**src/rtl/axis_depacketizer_pkg.sv**
```systemverilog
// Shared definitions for the AXI4-Stream depacketizer: FSM encoding and
// output skid buffer depth.
package axis_depacketizer_pkg;

    typedef enum logic [1:0] {
        ST_SYNC    = 2'd0,
        ST_RUN     = 2'd1,
        ST_DISCARD = 2'd2
    } state_t;

    localparam int SKID_DEPTH = 2;

endpackage

```
**src/rtl/axis_depacketizer_if.sv**
```systemverilog
// AXI4-Stream bundle. A beat transfers on a clock edge where tvalid and tready
// are both high; the source holds tdata/tlast stable while tvalid is high and
// tready is low, and never withdraws tvalid before the transfer.
interface axis_depacketizer_if #(
    parameter int DATA_W = 32
);
    logic [DATA_W-1:0] tdata;
    logic              tvalid;
    logic              tready;
    logic              tlast;

    modport master (output tdata, output tvalid, output tlast, input tready);
    modport slave  (input tdata, input tvalid, input tlast, output tready);
endinterface

```
**src/rtl/axis_skid_buffer.sv**
```systemverilog
// Two-entry registered skid buffer: in_ready depends only on occupancy, so the
// upstream ready path is cut from out_ready.
module axis_skid_buffer
    import axis_depacketizer_pkg::*;
#(
    parameter int WIDTH = 32
) (
    input  logic             clk,
    input  logic             rst,
    input  logic [WIDTH-1:0] in_data,
    input  logic             in_valid,
    output logic             in_ready,
    output logic [WIDTH-1:0] out_data,
    output logic             out_valid,
    input  logic             out_ready
);

    logic             head_valid_q, head_valid_d;
    logic             skid_valid_q, skid_valid_d;
    logic [WIDTH-1:0] head_data_q, head_data_d;
    logic [WIDTH-1:0] skid_data_q, skid_data_d;
    logic [1:0]       occ;
    logic             push, pop;

    assign occ       = {1'b0, head_valid_q} + {1'b0, skid_valid_q};
    assign in_ready  = (occ != 2'(SKID_DEPTH));
    assign push      = in_valid & in_ready;
    assign pop       = head_valid_q & out_ready;
    assign out_valid = head_valid_q;
    assign out_data  = head_data_q;

    // Pop first so a simultaneous push lands in whichever slot is free after it.
    always_comb begin
        head_valid_d = head_valid_q;
        skid_valid_d = skid_valid_q;
        head_data_d  = head_data_q;
        skid_data_d  = skid_data_q;
        if (pop) begin
            if (skid_valid_q) begin
                head_data_d  = skid_data_q;
                skid_valid_d = 1'b0;
            end else begin
                head_valid_d = 1'b0;
            end
        end
        if (push) begin
            if (!head_valid_d) begin
                head_valid_d = 1'b1;
                head_data_d  = in_data;
            end else begin
                skid_valid_d = 1'b1;
                skid_data_d  = in_data;
            end
        end
    end

    always_ff @(posedge clk or posedge rst) begin
        if (rst) begin
            head_valid_q <= 1'b0;
            skid_valid_q <= 1'b0;
            head_data_q  <= '0;
            skid_data_q  <= '0;
        end else begin
            head_valid_q <= head_valid_d;
            skid_valid_q <= skid_valid_d;
            head_data_q  <= head_data_d;
            skid_data_q  <= skid_data_d;
        end
    end

endmodule

```
**src/rtl/axis_depacketizer.sv**
```systemverilog
// Checks framed packet lengths against cfg_data+1 beats, forwards payload as an
// unframed stream through a skid buffer and counts good/short/long packets.
module axis_depacketizer
    import axis_depacketizer_pkg::*;
#(
    parameter int    AXIS_TDATA_WIDTH = 32,
    parameter int    CNTR_WIDTH       = 32,
    parameter string SYNC_ON_RESET    = "TRUE"
) (
    input  logic                  aclk,
    input  logic                  areset,
    input  logic [CNTR_WIDTH-1:0] cfg_data,
    axis_depacketizer_if.slave    s_axis,
    axis_depacketizer_if.master   m_axis,
    output logic [CNTR_WIDTH-1:0] sts_good_cntr,
    output logic [CNTR_WIDTH-1:0] sts_short_cntr,
    output logic [CNTR_WIDTH-1:0] sts_long_cntr,
    output logic [1:0]            sts_state
);

    localparam state_t RESET_STATE = (SYNC_ON_RESET == "FALSE") ? ST_RUN : ST_SYNC;
    localparam logic [CNTR_WIDTH-1:0] ONE = {{(CNTR_WIDTH-1){1'b0}}, 1'b1};

    state_t                state_q, state_d;
    logic [CNTR_WIDTH-1:0] cntr_q, cntr_d;
    logic [CNTR_WIDTH-1:0] len_q, len_d;
    logic [CNTR_WIDTH-1:0] good_q, good_d;
    logic [CNTR_WIDTH-1:0] short_q, short_d;
    logic [CNTR_WIDTH-1:0] long_q, long_d;
    logic                  en_q;
    logic [CNTR_WIDTH-1:0] len_eff;
    logic                  s_ready, beat, buf_in_valid, buf_in_ready;

    // en_q keeps tready low until the first edge after reset release.
    assign s_ready       = en_q & ((state_q == ST_RUN) ? buf_in_ready : 1'b1);
    assign beat          = s_axis.tvalid & s_ready;
    assign buf_in_valid  = s_axis.tvalid & en_q & (state_q == ST_RUN);
    assign len_eff       = (cntr_q == '0) ? cfg_data : len_q;
    assign s_axis.tready = s_ready;
    assign m_axis.tlast  = 1'b0;

    always_comb begin
        state_d = state_q;
        cntr_d  = cntr_q;
        len_d   = len_q;
        good_d  = good_q;
        short_d = short_q;
        long_d  = long_q;
        case (state_q)
            ST_SYNC, ST_DISCARD: begin
                if (beat && s_axis.tlast) begin
                    state_d = ST_RUN;
                    cntr_d  = '0;
                end
            end
            ST_RUN: begin
                if (beat) begin
                    if (cntr_q == '0) len_d = cfg_data;
                    if (s_axis.tlast) begin
                        if (cntr_q == len_eff) good_d  = good_q + ONE;
                        else                   short_d = short_q + ONE;
                        cntr_d = '0;
                    end else if (cntr_q == len_eff) begin
                        // Beat L is forwarded; the rest of the packet is dropped.
                        long_d  = long_q + ONE;
                        state_d = ST_DISCARD;
                        cntr_d  = '0;
                    end else begin
                        cntr_d = cntr_q + ONE;
                    end
                end
            end
            default: begin
                state_d = ST_SYNC;
                cntr_d  = '0;
            end
        endcase
    end

    always_ff @(posedge aclk or posedge areset) begin
        if (areset) begin
            state_q <= RESET_STATE;
            cntr_q  <= '0;
            len_q   <= '0;
            good_q  <= '0;
            short_q <= '0;
            long_q  <= '0;
            en_q    <= 1'b0;
        end else begin
            state_q <= state_d;
            cntr_q  <= cntr_d;
            len_q   <= len_d;
            good_q  <= good_d;
            short_q <= short_d;
            long_q  <= long_d;
            en_q    <= 1'b1;
        end
    end

    axis_skid_buffer #(.WIDTH(AXIS_TDATA_WIDTH)) u_skid (
        .clk       (aclk),
        .rst       (areset),
        .in_data   (s_axis.tdata),
        .in_valid  (buf_in_valid),
        .in_ready  (buf_in_ready),
        .out_data  (m_axis.tdata),
        .out_valid (m_axis.tvalid),
        .out_ready (m_axis.tready)
    );

    assign sts_good_cntr  = good_q;
    assign sts_short_cntr = short_q;
    assign sts_long_cntr  = long_q;
    assign sts_state      = state_q;

endmodule

```
**src/flat_wrapper.sv**
```systemverilog
// flat-port wrapper written by rule: the top's interface ports become plain ports
module axis_depacketizer_flat import axis_depacketizer_pkg::*;
#(
    parameter int    AXIS_TDATA_WIDTH = 32,
    parameter int    CNTR_WIDTH       = 32,
    parameter string SYNC_ON_RESET    = "    "
)
  (aclk, areset, cfg_data, sts_good_cntr, sts_short_cntr, sts_long_cntr, sts_state, s_axis_tdata, s_axis_tvalid, s_axis_tlast, s_axis_tready, m_axis_tdata, m_axis_tvalid, m_axis_tlast, m_axis_tready);
  axis_depacketizer_if #(.DATA_W((32))) s_axis_i ();
  axis_depacketizer_if #(.DATA_W((32))) m_axis_i ();
  input  logic aclk;
  input  logic areset;
  input  logic [CNTR_WIDTH-1:0] cfg_data;
  output logic [CNTR_WIDTH-1:0] sts_good_cntr;
  output logic [CNTR_WIDTH-1:0] sts_short_cntr;
  output logic [CNTR_WIDTH-1:0] sts_long_cntr;
  output logic [1:0] sts_state;
  input wire logic [$bits(s_axis_i.tdata)-1:0] s_axis_tdata;
  input wire logic [$bits(s_axis_i.tvalid)-1:0] s_axis_tvalid;
  input wire logic [$bits(s_axis_i.tlast)-1:0] s_axis_tlast;
  output wire logic [$bits(s_axis_i.tready)-1:0] s_axis_tready;
  output wire logic [$bits(m_axis_i.tdata)-1:0] m_axis_tdata;
  output wire logic [$bits(m_axis_i.tvalid)-1:0] m_axis_tvalid;
  output wire logic [$bits(m_axis_i.tlast)-1:0] m_axis_tlast;
  input wire logic [$bits(m_axis_i.tready)-1:0] m_axis_tready;
  assign s_axis_i.tdata = s_axis_tdata;
  assign s_axis_i.tvalid = s_axis_tvalid;
  assign s_axis_i.tlast = s_axis_tlast;
  assign s_axis_tready = s_axis_i.tready;
  assign m_axis_tdata = m_axis_i.tdata;
  assign m_axis_tvalid = m_axis_i.tvalid;
  assign m_axis_tlast = m_axis_i.tlast;
  assign m_axis_i.tready = m_axis_tready;
  axis_depacketizer #(.AXIS_TDATA_WIDTH(AXIS_TDATA_WIDTH), .CNTR_WIDTH(CNTR_WIDTH), .SYNC_ON_RESET(SYNC_ON_RESET)) u_core (.aclk(aclk), .areset(areset), .cfg_data(cfg_data), .s_axis(s_axis_i), .m_axis(m_axis_i), .sts_good_cntr(sts_good_cntr), .sts_short_cntr(sts_short_cntr), .sts_long_cntr(sts_long_cntr), .sts_state(sts_state));
endmodule
```
**config.mk**
```make
export PLATFORM = sky130hd
export DESIGN_NAME = axis_depacketizer_flat
export DESIGN_NICKNAME = d
export VERILOG_FILES = /design/src/rtl/axis_depacketizer_pkg.sv /design/src/rtl/axis_depacketizer_if.sv /design/src/rtl/axis_skid_buffer.sv /design/src/rtl/axis_depacketizer.sv /design/src/flat_wrapper.sv
export SDC_FILE = /design/constraint.sdc
export NUM_CORES = 1
export LEC_CHECK = 0
export BUFFER_PORTS_ARGS = -buffer_cell sky130_fd_sc_hd__buf_2
export CORE_ASPECT_RATIO = 1.1
export CORE_MARGIN = 8
export CORE_UTILIZATION = 55
export CTS_CLUSTER_SIZE = 28
export DETAILED_ROUTE_END_ITERATION = 7
export GPL_TIMING_DRIVEN = 1
export PLACE_DENSITY = 0.84
export SYNTH_ARGS = -nofsm -noshare
export SYNTH_HDL_FRONTEND = slang
export SYNTH_HIERARCHICAL = 1
export SYNTH_SLANG_ARGS = --single-unit
```
**constraint.sdc**
```tcl
create_clock -name aclk -period 5.03 [get_ports aclk]
set_clock_uncertainty 0.2 [all_clocks]
set_input_delay 0 -clock aclk [delete_from_list [all_inputs] [get_ports aclk]]
set_output_delay 0 -clock aclk [all_outputs]
set_load 0.005 [all_outputs]
```
==> impl_results.md, run 1 <==
- Via count: 10100
- Synth cell types: 61
- Clock power frac: 34.1%
- R2R setup slack: 940 ps
- Levels on crit path: 9
- CP max-delay cell: dfrtp_1
- Starting density of the core: 55.5%
- Total Routing Usage GR: 26.8%
- Top-area cell type share of the netlist area: 49.0%
- Via count of the first global-routing pass: 10100
- Ports: 202
- Die Span Y: 169 um
- CP delay by family, top: simple AND/OR/NAND/NOR gates
- Post-synth ARST share: 100%
- Worst reg2reg path startpoint: u_core/cntr_q[27]
- Core area: 21100 sq um
- Detailed Route WL: 35.5 mm
- Avg Cell Area, Syn: 10.2 sq um
- Combinational share of power: 22.2%
- DR WL/cell: 20.9 um
- Synth Area in Compound Gates: 11.8%
- RSZ-0062 raised after global routing: false
- Placement Cell Area: 12900 sq um
- Crit Path Class: reg2reg
- Worst-path cell chain: nor4_1 > nand2_1 > or3_4 > or3_1 > a211o_1 > o41a_1 > nand2b_1 > buf_4 > o311ai_0
- Sequential share of power: 43.7%
- Buf/Inv on CP: 1
- Predominant post-synthesis flop cell: dfrtp_1
- Maximum vdd drop: 291 uV
- Worst Hold Class: in2reg
- Sw Ratio: 29.9%
- Crit-path max cell delay: 490 ps
- Sequential share of the synthesized area: 49.0%
- Placer congestion estimate: 0.983
- Finished Cell Area: 14500 sq um
- Arr. time, crit path: 4240 ps
- Most frequent cell after synthesis: dfrtp_1
- Drt drc: 0
- Reg2reg end: u_core/cntr_q[19]
- Final min period: 4090 ps
- Fin Setup TNS: 0 ps
- IO Port Bufs: 200
- Clock Path Buffers: 3
- Pint: 4.18 mW
- Outcome: completed
- Row count: 56
- Post-synth top cells: dfrtp_1 (229), nor2_1 (81), inv_1 (78), nand2_1 (77), nand3_1 (72)
- Pin slew with the least headroom to its limit: 1170 ps
- Clk slew on worst S/H paths: 60 ps
- Register bit total from synthesis: 229
- Max cap viols: 0
- Number of synthesized flops with an enable pin: 0
- TritonCTS buffer count: 25
- Antenna-violating nets left: 0
- Area grow syn2layout: 24.1%
- Pwr Density: 411 nW/um^2
- Worst path required time: 5180 ps
- Reg2reg path depth: 9
- Synthesized instance count: 1143
- Fin nets: 1462
- Total leakage power: 6.97 nW
- Die area: 26200 sq um
- Top cells by area, synth: dfrtp_1 (49%), mux2_2 (5.3%), xnor2_1 (5.1%)
- ANT cells: 0
- Initial drt markers: 763
- Warnings, synthesis: 6
- Largest net degree at the start of global routing: 70
- Total power: 5.97 mW
- Fillers: 1504
- Crit path launch: u_core/cntr_q[27]
- Mux contribution to synthesized area: 5.66%
- Initial antenna violation count: 0
- Drt first pass iters: 8
- CP startpoint kind: register
- Highest Clock Rate: 245 MHz
- Largest family of logic cells by synthesized area: simple AND/OR/NAND/NOR gates
- Mapped cell area: 11700 sq um
- Layout cells sized above 1: 25.8%
- CTS sink cnt: 229
- Die Span X: 155 um
- Worst Path Max Fanout: 14
- Overflow after GRT: 0
- Vias per cell: 5.93
- Slew Limit Fails: 0
- Critical Path End Type: register
- Clock root buffer: clkbuf_16
- Post-Synth Simple-Gate Area: 18.1%
- TritonCTS clock tree: done
- Fraction of synthesized cell area in xor and xnor cells: 9.28%
- Hpwl dp: 23.3 mm
- Number of setup buffers added after CTS: 0
- Adder-cell area share of the yosys netlist: 0.535%
- Relative slew margins: 21.8%
- Final setup violation count: 0
- First-pass GRT wire length: 56.6 mm
- Cell taking the most area after synthesis: dfrtp_1
- Critical path endpoint: u_core/cntr_q[19]
- Period utilization: 81.3%
- Max H-tree Level: 1
- Net load switching power: 1.79 mW
- Worst-Skew Late Latency: 520 ps
- Syn_nets: 1217
- Hold Vio Cnt, Final: 0
## metal layers
metal  up-vias  part of all wire (%)  global-route usage [%]  routed length [um]
met5         -                     0                       0                   0
met4         0                   3.1                    8.61                1120
met3        92                   8.6                    5.69                3040
met2       517                    48                    44.7               17200
met1      4908                    40                    34.2               14200
li1       4535                     -                       -                   -
## power by group through the flow
stage | registers, mW | logic (mW) | clock network [mW]
2_1_floorplan | 2.53 | 0.866 | 0
3_3_place_gp | 2.59 | 1.21 | 0
3_5_place_dp | 2.61 | 1.25 | 0
4_1_cts | 2.58 | 1.30 | 2.06
5_1_grt | 2.65 | 1.44 | 2.15
6_report | 2.61 | 1.32 | 2.04
## kinds of logic (layout without fill, tap and decap cells)
group / Yosys count / after routing
AO/OA/AOI/OAI: 164 / 164
XOR/XNOR: 124 / 124
adder cells (fa/ha/maj): 5 / 5
buffers and inverters: 151 / 414
flip-flops: 229 / 229
multiplexers: 59 / 59
other: 2 / 2
AND/OR/NAND/NOR: 409 / 409
## cells in the final DEF (no fill, tap or decap), types with 30 or more instances in the layout
cell type        n
a221oi_2        30
and3_1          44
buf_2          200
dfrtp_1        228
dlygate4sd3_1   70
inv_1           76
mux2_2          55
nand2_1         77
nand3_1         72
nand4_1         36
nor2_1          81
o22ai_1         47
xnor2_1         68
xor2_1          56
## worst min-delay path, delay by kind of cell
| family | cells | cell delay (ps) |
|---|---|---|
| buffers and inverters | 2 | 630 |
| multiplexers | 1 | 120 |
## area by class of cell
type	count	area (sq um)	area share, %
sequential	229	5730	39.5
multi-input combinational	763	5340	36.8
timing repair buffer	291	1860	12.8
clock buffer	34	729	5.03
tap	290	363	2.50
inverter	78	298	2.05
clock inverter	11	190	1.31
## sequential cells by signal, summed over array words and instances (netlist names)
| signal | flops |
|---|---|
| u_core/cntr_q | 32 |
| u_core/en_q | 1 |
| u_core/len_q | 32 |
| u_core/sts_good_cntr | 32 |
| u_core/sts_long_cntr | 32 |
| u_core/sts_short_cntr | 32 |
| u_core/sts_state | 2 |
| u_core/u_skid/out_data | 32 |
| u_core/u_skid/out_valid | 1 |
| u_core/u_skid/skid_data_q | 32 |
| u_core/u_skid/skid_valid_q | 1 |
## worst min path at each step
stage                     start                       endpoint  slack (ps)  cells past startpoint
3_5_place_dp             areset       u_core/sts_good_cntr[16]        -160                      2
3_3_place_gp             areset       u_core/sts_good_cntr[16]        -170                      2
2_1_floorplan      cfg_data[11]               u_core/len_q[11]         -80                      2
6_report       s_axis_tdata[11]  u_core/u_skid/skid_data_q[11]          50                      3
5_1_grt         s_axis_tdata[6]   u_core/u_skid/skid_data_q[6]          60                      3
4_1_cts        s_axis_tdata[11]  u_core/u_skid/skid_data_q[11]          40                      3
## timing repair
item / CTS / global route
setup endpoints to repair: 0 / 0
hold endpoints to repair: 326 / 0
resized for setup: 0 / 0
hold buffers: 70 / 0
## metrics by stage
stage / setup slack [ps] / utilization [%] / std cells / hold WS (ps)
finish: 940 / 68.8 / 1696 / 52.9
global route: 735 / 68.8 / 1696 / 56.4
CTS: 1010 / 68.8 / 1696 / 39.4
detailed placement: 1040 / 61.1 / 1581 / -163
global placement: 1100 / 61.1 / 1581 / -168
floorplan: 425 / - / 1143 / -83.2
Power figures use the tool's default switching activity.
==> run 2, diff against run 1 <==
--- a/config.mk
+++ b/config.mk
@@ -5,6 +5,7 @@
 export SDC_FILE = /design/constraint.sdc
 export NUM_CORES = 1
 export LEC_CHECK = 0
+export ABC_AREA = 1
 export BUFFER_PORTS_ARGS = -buffer_cell sky130_fd_sc_hd__buf_2
 export CORE_ASPECT_RATIO = 1.1
 export CORE_MARGIN = 8
@@ -12,7 +13,7 @@
 export CTS_CLUSTER_SIZE = 28
 export DETAILED_ROUTE_END_ITERATION = 7
 export GPL_TIMING_DRIVEN = 1
-export PLACE_DENSITY = 0.84
+export PLACE_DENSITY = 0.83
 export SYNTH_ARGS = -nofsm -noshare
 export SYNTH_HDL_FRONTEND = slang
 export SYNTH_HIERARCHICAL = 1
==> constraint.sdc (replaced) <==
create_clock -name aclk -period 4 [get_ports aclk]
set_clock_uncertainty 0.2 [all_clocks]
set_input_delay 0 -clock aclk [delete_from_list [all_inputs] [get_ports aclk]]
set_output_delay 0 -clock aclk [all_outputs]
set_load 0.005 [all_outputs]
==> run 2 against run 1 <==
  * Sequential share of layout area shrank 4.6 points
  * Worst setup slack lost 570 ps
  * Count of clock-buffer cells in the layout grew 1
  * Routed wire length grew 15%
  * Die area grew 16%
==> impl_results.md, run 2 <==
- Clock root buffer: clkbuf_16
- Sw Ratio: 36.5%
- Pwr Density: 493 nW/um^2
- Warnings, synthesis: 6
- Die Span Y: 182 um
- Ports: 202
- Critical Path End Type: register
- Outcome: completed
- Clock power frac: 29.9%
- Initial antenna violation count: 0
- Clock Path Buffers: 3
- Initial drt markers: 1529
- Area grow syn2layout: 19.3%
- Final min period: 3630 ps
- Hold Vio Cnt, Final: 0
- Die area: 30400 sq um
- Starting density of the core: 56.1%
- Pin slew with the least headroom to its limit: 924 ps
- Max cap viols: 0
- Placer congestion estimate: 0.930
- Pint: 5.14 mW
- TritonCTS clock tree: done
- Layout Utilization: 66.9%
- Number of synthesized flops with an enable pin: 0
- Worst path required time: 4270 ps
- Sequential share of power: 38.4%
- Vias per cell: 5.58
- IO Port Bufs: 200
- Worst-path cell chain: inv_1 > ha_1 > nand3_1 > nor2_2 > nand2_2 > nor2_4 > buf_12 > nand2_1 > nand2_1 > nand2_1 > nand2_1 > nand2_1 > nor2_1 > nand2_1 > nor2_2 > nand2_4 > nand3_2 > nand2_1 > nand2_1
- Worst hold margin: 1.44 ps
- CP most frequent cell: nand2_1
- Combinational share of power: 31.7%
- Drt first pass iters: 8
- Post-synth ARST share: 100%
- Core area: 24500 sq um
- Synth cell types: 38
- Slew Limit Fails: 0
- Synthesized instance count: 1953
- Crit Path Class: reg2reg
- Mapped cell area: 13800 sq um
- Fin nets: 2252
- Syn_nets: 2027
- Post-CTS sizing: 0
- Total leakage power: 8.81 nW
- Clk slew on worst S/H paths: 60 ps
- Antenna-violating nets left: 0
- Crit path launch: u_core/cntr_q[0]
- Overflow after GRT: 0
- Net load switching power: 2.96 mW
- Detailed Route WL: 41.0 mm
- R2R setup slack: 370 ps
- Max H-tree Level: 1
- Drt drc: 0
- Sequential share of the synthesized area: 41.6%
- Avg Cell Area, Syn: 7.05 sq um
- Largest net degree at the start of global routing: 164
- RSZ-0062 raised after global routing: false
- CP startpoint kind: register
- Post-synth top cells: nand2_1 (790), dfrtp_1 (229), nand3_1 (204), inv_1 (158), nor2_1 (112)
- Relative slew margins: 38.4%
- CP delay by family, top: simple AND/OR/NAND/NOR gates
- Crit-path max cell delay: 480 ps
- Via count: 14000
- Layout cells sized above 1: 13.6%
- Worst-Skew Late Latency: 530 ps
- Total Routing Usage GR: 26.1%
- TritonCTS buffer count: 26
- Maximum vdd drop: 412 uV
- Worst Hold Class: in2async
- Most frequent cell after synthesis: nand2_1
- First-pass GRT wire length: 67.2 mm
- Arr. time, crit path: 3900 ps
- Worst Path Max Fanout: 32
- ANT cells: 0
- Register bit total from synthesis: 229
- Most frequent cells in the layout: nand2_1 (790), dfrtp_1 (229), nand3_1 (204)
- Cell taking the most area after synthesis: dfrtp_1
- Top-area cell type share of the netlist area: 41.6%
- Final setup violation count: 0
- Worst reg2reg path startpoint: u_core/cntr_q[0]
- Highest Clock Rate: 275 MHz
- Top cells by area, synth: dfrtp_1 (42%), nand2_1 (22%), nand3_1 (7.4%)
- Via count of the first global-routing pass: 13700
- Die Span X: 167 um
- Buf/Inv on CP: 2
- DR WL/cell: 16.4 um
- Predominant post-synthesis flop cell: dfrtp_1
- Fin Setup TNS: 0 ps
- CP max-delay cell: nand3_2
- CTS sink cnt: 229
- Period utilization: 90.8%
- Hpwl dp: 26.7 mm
- Row count: 60
- Most common cell after layout, fill and taps aside: nand2_1
==> run 2: cell types whose count changed in the layout (fill, tap and decap cells not counted), sizes merged, moves of 47 or more <==
cell | previous run | this run
inv | 80 | 164
mux2 | 57 | 0
nand2 | 77 | 799
nand3 | 72 | 207
o21ai | 17 | 83
o22ai | 47 | 0
==> run 2: path summary, 6_finish.rpt <==
kind	to	cells after the start
worst max register to register	u_core/sts_short_cntr[17]	19
worst min-delay path	u_core/u_skid/out_data[6]	3
max in group asynchronous	u_core/u_skid/out_data[28]	4
worst min register to register	u_core/len_q[0]	2
min in group aclk	u_core/u_skid/out_data[27]	4
worst max-delay path	u_core/sts_short_cntr[17]	19
==> run 2: what timing repair did <==
action / CTS / global route
hold endpoints to repair: 330 / 0
setup endpoints to repair: 0 / 0
hold buffers: 70 / 0
buffers inserted: 0 / 0
==> run 2: through the flow <==
stage          total power [mW]  cell area, sq um  setup WS, ps  cells
2_1_floorplan              4.78             13800          1260   1953
3_3_place_gp               5.47             14900           600   2390
3_5_place_dp               5.56             14900           447   2390
4_1_cts                    8.08             16400           436   2505
5_1_grt                    8.60             16400           135   2505
6_report                   8.10             16400           366   2505
==> run 2: worst register-to-register path, stage by stage (launching register included) <==
cell and delay [ps]:
dfrtp_1 410, inv_1 120, ha_1 180, nand3_1 100
nor2_2 220, nand2_2 170, nor2_4 290, buf_12 210
nand2_1 100, nand2_1 80, nand2_1 50, nand2_1 80
nand2_1 70, nor2_1 120, nand2_1 120, nor2_2 240
nand2_4 130, nand3_2 480, nand2_1 140, nand2_1 90
==> run 2: cell type report <==
class | count | area [sq um]
timing repair buffer | 286 | 1870
tap | 310 | 388
clock buffer | 35 | 764
multi-input combinational | 1464 | 6920
fill | 2048 | 8110
clock inverter | 10 | 116
sequential | 229 | 5730
inverter | 171 | 646
==> run 2: power groups by stage <==
stage | logic (mW) | clock network (mW) | registers (mW)
6_report | 2.57 | 2.42 | 3.11
5_1_grt | 2.88 | 2.55 | 3.17
4_1_cts | 2.50 | 2.47 | 3.10
3_5_place_dp | 2.43 | 0 | 3.13
3_3_place_gp | 2.35 | 0 | 3.11
2_1_floorplan | 1.72 | 0 | 3.06
==> run 2: kinds of logic after synthesis <==
family          after synthesis  synth area share [%]
flops                       229                  41.6
buf+inv                     260                  8.28
simple gates               1255                  39.1
xor+xnor                    116                  7.38
fa+ha+maj                     5                 0.454
other cells                   2                0.0545
compound gates               86                  3.18
==> run 2: layer usage <==
layer	vias up	share of wire, %	global-route usage [%]
li1	6634	-	-
met1	6505	41	33.2
met2	715	47	43.0
met3	121	8.6	4.97
met4	0	3.4	10.7
met5	-	0	0
==> run 3, diff against run 2 <==
--- a/config.mk
+++ b/config.mk
@@ -13,6 +13,7 @@
 export CTS_CLUSTER_SIZE = 28
 export DETAILED_ROUTE_END_ITERATION = 7
 export GPL_TIMING_DRIVEN = 1
+export HOLD_SLACK_MARGIN = 0.08
 export PLACE_DENSITY = 0.83
 export SYNTH_ARGS = -nofsm -noshare
 export SYNTH_HDL_FRONTEND = slang
==> run 3 against run 2 <==
  * Register-to-register slack got worse by 30 ps
  * Global-route usage is 1.4 points higher
  * Sequential share of layout area decreased by 0.89 points
  * Hold slack improved by 72 ps
  * Sequential power hardly changed
  * Worst setup slack worse by 29 ps
  * Combinational power rose by 8.6%
  * Via count rose by 3.6%
  * Fmax decreased by 0.79%
==> impl_results.md, run 3 (synthesis results as in run 2) <==
- Ports: 202
- Outcome: completed
- Max cap viols: 0
- Hpwl dp: 26.7 mm
- Hold Vio Cnt, Final: 0
- Max H-tree Level: 1
- Layout cells sized above 1: 13.3%
- Via count: 14500
- Final min period: 3660 ps
- Initial antenna violation count: 0
- Clk slew on worst S/H paths: 60 ps
- Area grow syn2layout: 22.4%
- Reg2reg end: u_core/sts_short_cntr[18]
- Worst hold margin: 73.4 ps
- Critical Path End Type: register
- Drt drc: 0
- Highest Clock Rate: 273 MHz
- Vias per cell: 5.68
- Die Span Y: 182 um
- Period utilization: 91.6%
- Row count: 60
- Pin slew with the least headroom to its limit: 913 ps
- Worst Path Max Fanout: 32
- ANT cells: 0
- Placer congestion estimate: 0.930
- RSZ-0062 raised after global routing: false
- Most common cell after layout, fill and taps aside: nand2_1
- Worst-Skew Late Latency: 530 ps
- Pwr Density: 495 nW/um^2
- DR WL/cell: 17.0 um
- TritonCTS buffer count: 26
- Finished Cell Area: 16900 sq um
- Fin Setup TNS: 0 ps
- Initial drt markers: 1450
- Reg2reg path depth: 19
- Arr. time, crit path: 3930 ps
- Detailed Route WL: 43.2 mm
- Largest net degree at the start of global routing: 164
- CP startpoint kind: register
- Overflow after GRT: 0
- Total power: 8.35 mW
- Fin nets: 2295
- Drt first pass iters: 6
- IO Port Bufs: 200
- Maximum vdd drop: 470 uV
- First-pass GRT wire length: 70.5 mm
- Clock root buffer: clkbuf_16
- Clock Path Buffers: 3
- Slew Limit Fails: 0
- Total leakage power: 9.01 nW
- TritonCTS clock tree: done
- Antenna-violating nets left: 0
- Crit Path Class: reg2reg
- Relative slew margins: 39.2%
- Starting density of the core: 56.1%
- R2R setup slack: 340 ps
- Core area: 24500 sq um
- Worst path required time: 4270 ps
- Worst Hold Class: in2async
- Placement Cell Area: 14900 sq um
- Die Span X: 167 um
- Final setup violation count: 0
- Die area: 30400 sq um
- Most frequent cells in the layout: nand2_1 (790), dfrtp_1 (229), nand3_1 (204)
- Worst reg2reg path startpoint: u_core/cntr_q[0]
- Total Routing Usage GR: 27.5%
- Via count of the first global-routing pass: 14300
- CTS sink cnt: 229
## run 3: power breakdown
group          switching [mW]  leakage (nW)  internal (mW)
Clock                   0.966         0.434           1.46
Sequential              0.338          3.06           2.79
Combinational            1.77          5.51           1.02
Total                    3.08          9.01           5.28
## run 3: how the worst max path moves through the flow
stage	start	end	slack (ps)	cells after the start
4_1_cts	u_core/cntr_q[0]	u_core/sts_short_cntr[17]	440	19
5_1_grt	u_core/cntr_q[0]	u_core/sts_short_cntr[11]	140	19
2_1_floorplan	u_core/cntr_q[0]	u_core/cntr_q[10]	1260	21
3_5_place_dp	u_core/cntr_q[0]	u_core/sts_short_cntr[26]	450	19
6_report	u_core/cntr_q[0]	u_core/sts_short_cntr[18]	340	19
3_3_place_gp	u_core/cntr_q[0]	u_core/sts_short_cntr[1]	600	19
## run 3: timing repair
action                                 CTS  global route
buffers inserted                         0             0
gates resized for setup                  0             0
endpoints found under the hold margin  330             0
hold buffers                           113             0
## run 3: per-layer routing
layer,wire (um),GRT usage [%]
met2,20300,45.3
met4,1880,13.5
met3,3910,5.16
met5,0,0
met1,17100,34.4
## run 3: area by class of cell
class,count,area (sq um)
fill,1962,7680
multi-input combinational,1464,6920
sequential,229,5730
timing repair buffer,329,2300
clock buffer,35,764
inverter,171,646
tap,310,388
clock inverter,10,116
## run 3: worst max-delay path, stage by stage, from the launching register on
cell,delay [ps]
dfrtp_1,410
inv_1,120
ha_1,170
nand3_1,100
nor2_2,220
nand2_2,160
nor2_4,290
buf_12,210
nand2_1,90
nand2_1,80
nand2_1,50
nand2_1,80
nand2_1,60
nor2_1,120
nand2_1,120
nor2_2,240
nand2_4,130
nand3_2,480
nand2_1,140
nand2_1,110
## run 3: through the flow
stage	setup WS (ps)	instances	utilization, %
2_1_floorplan	1260	1953	-
3_3_place_gp	600	2390	60.5
6_report	337	2548	68.7
3_5_place_dp	447	2390	60.5
5_1_grt	139	2548	68.7
4_1_cts	436	2548	68.7
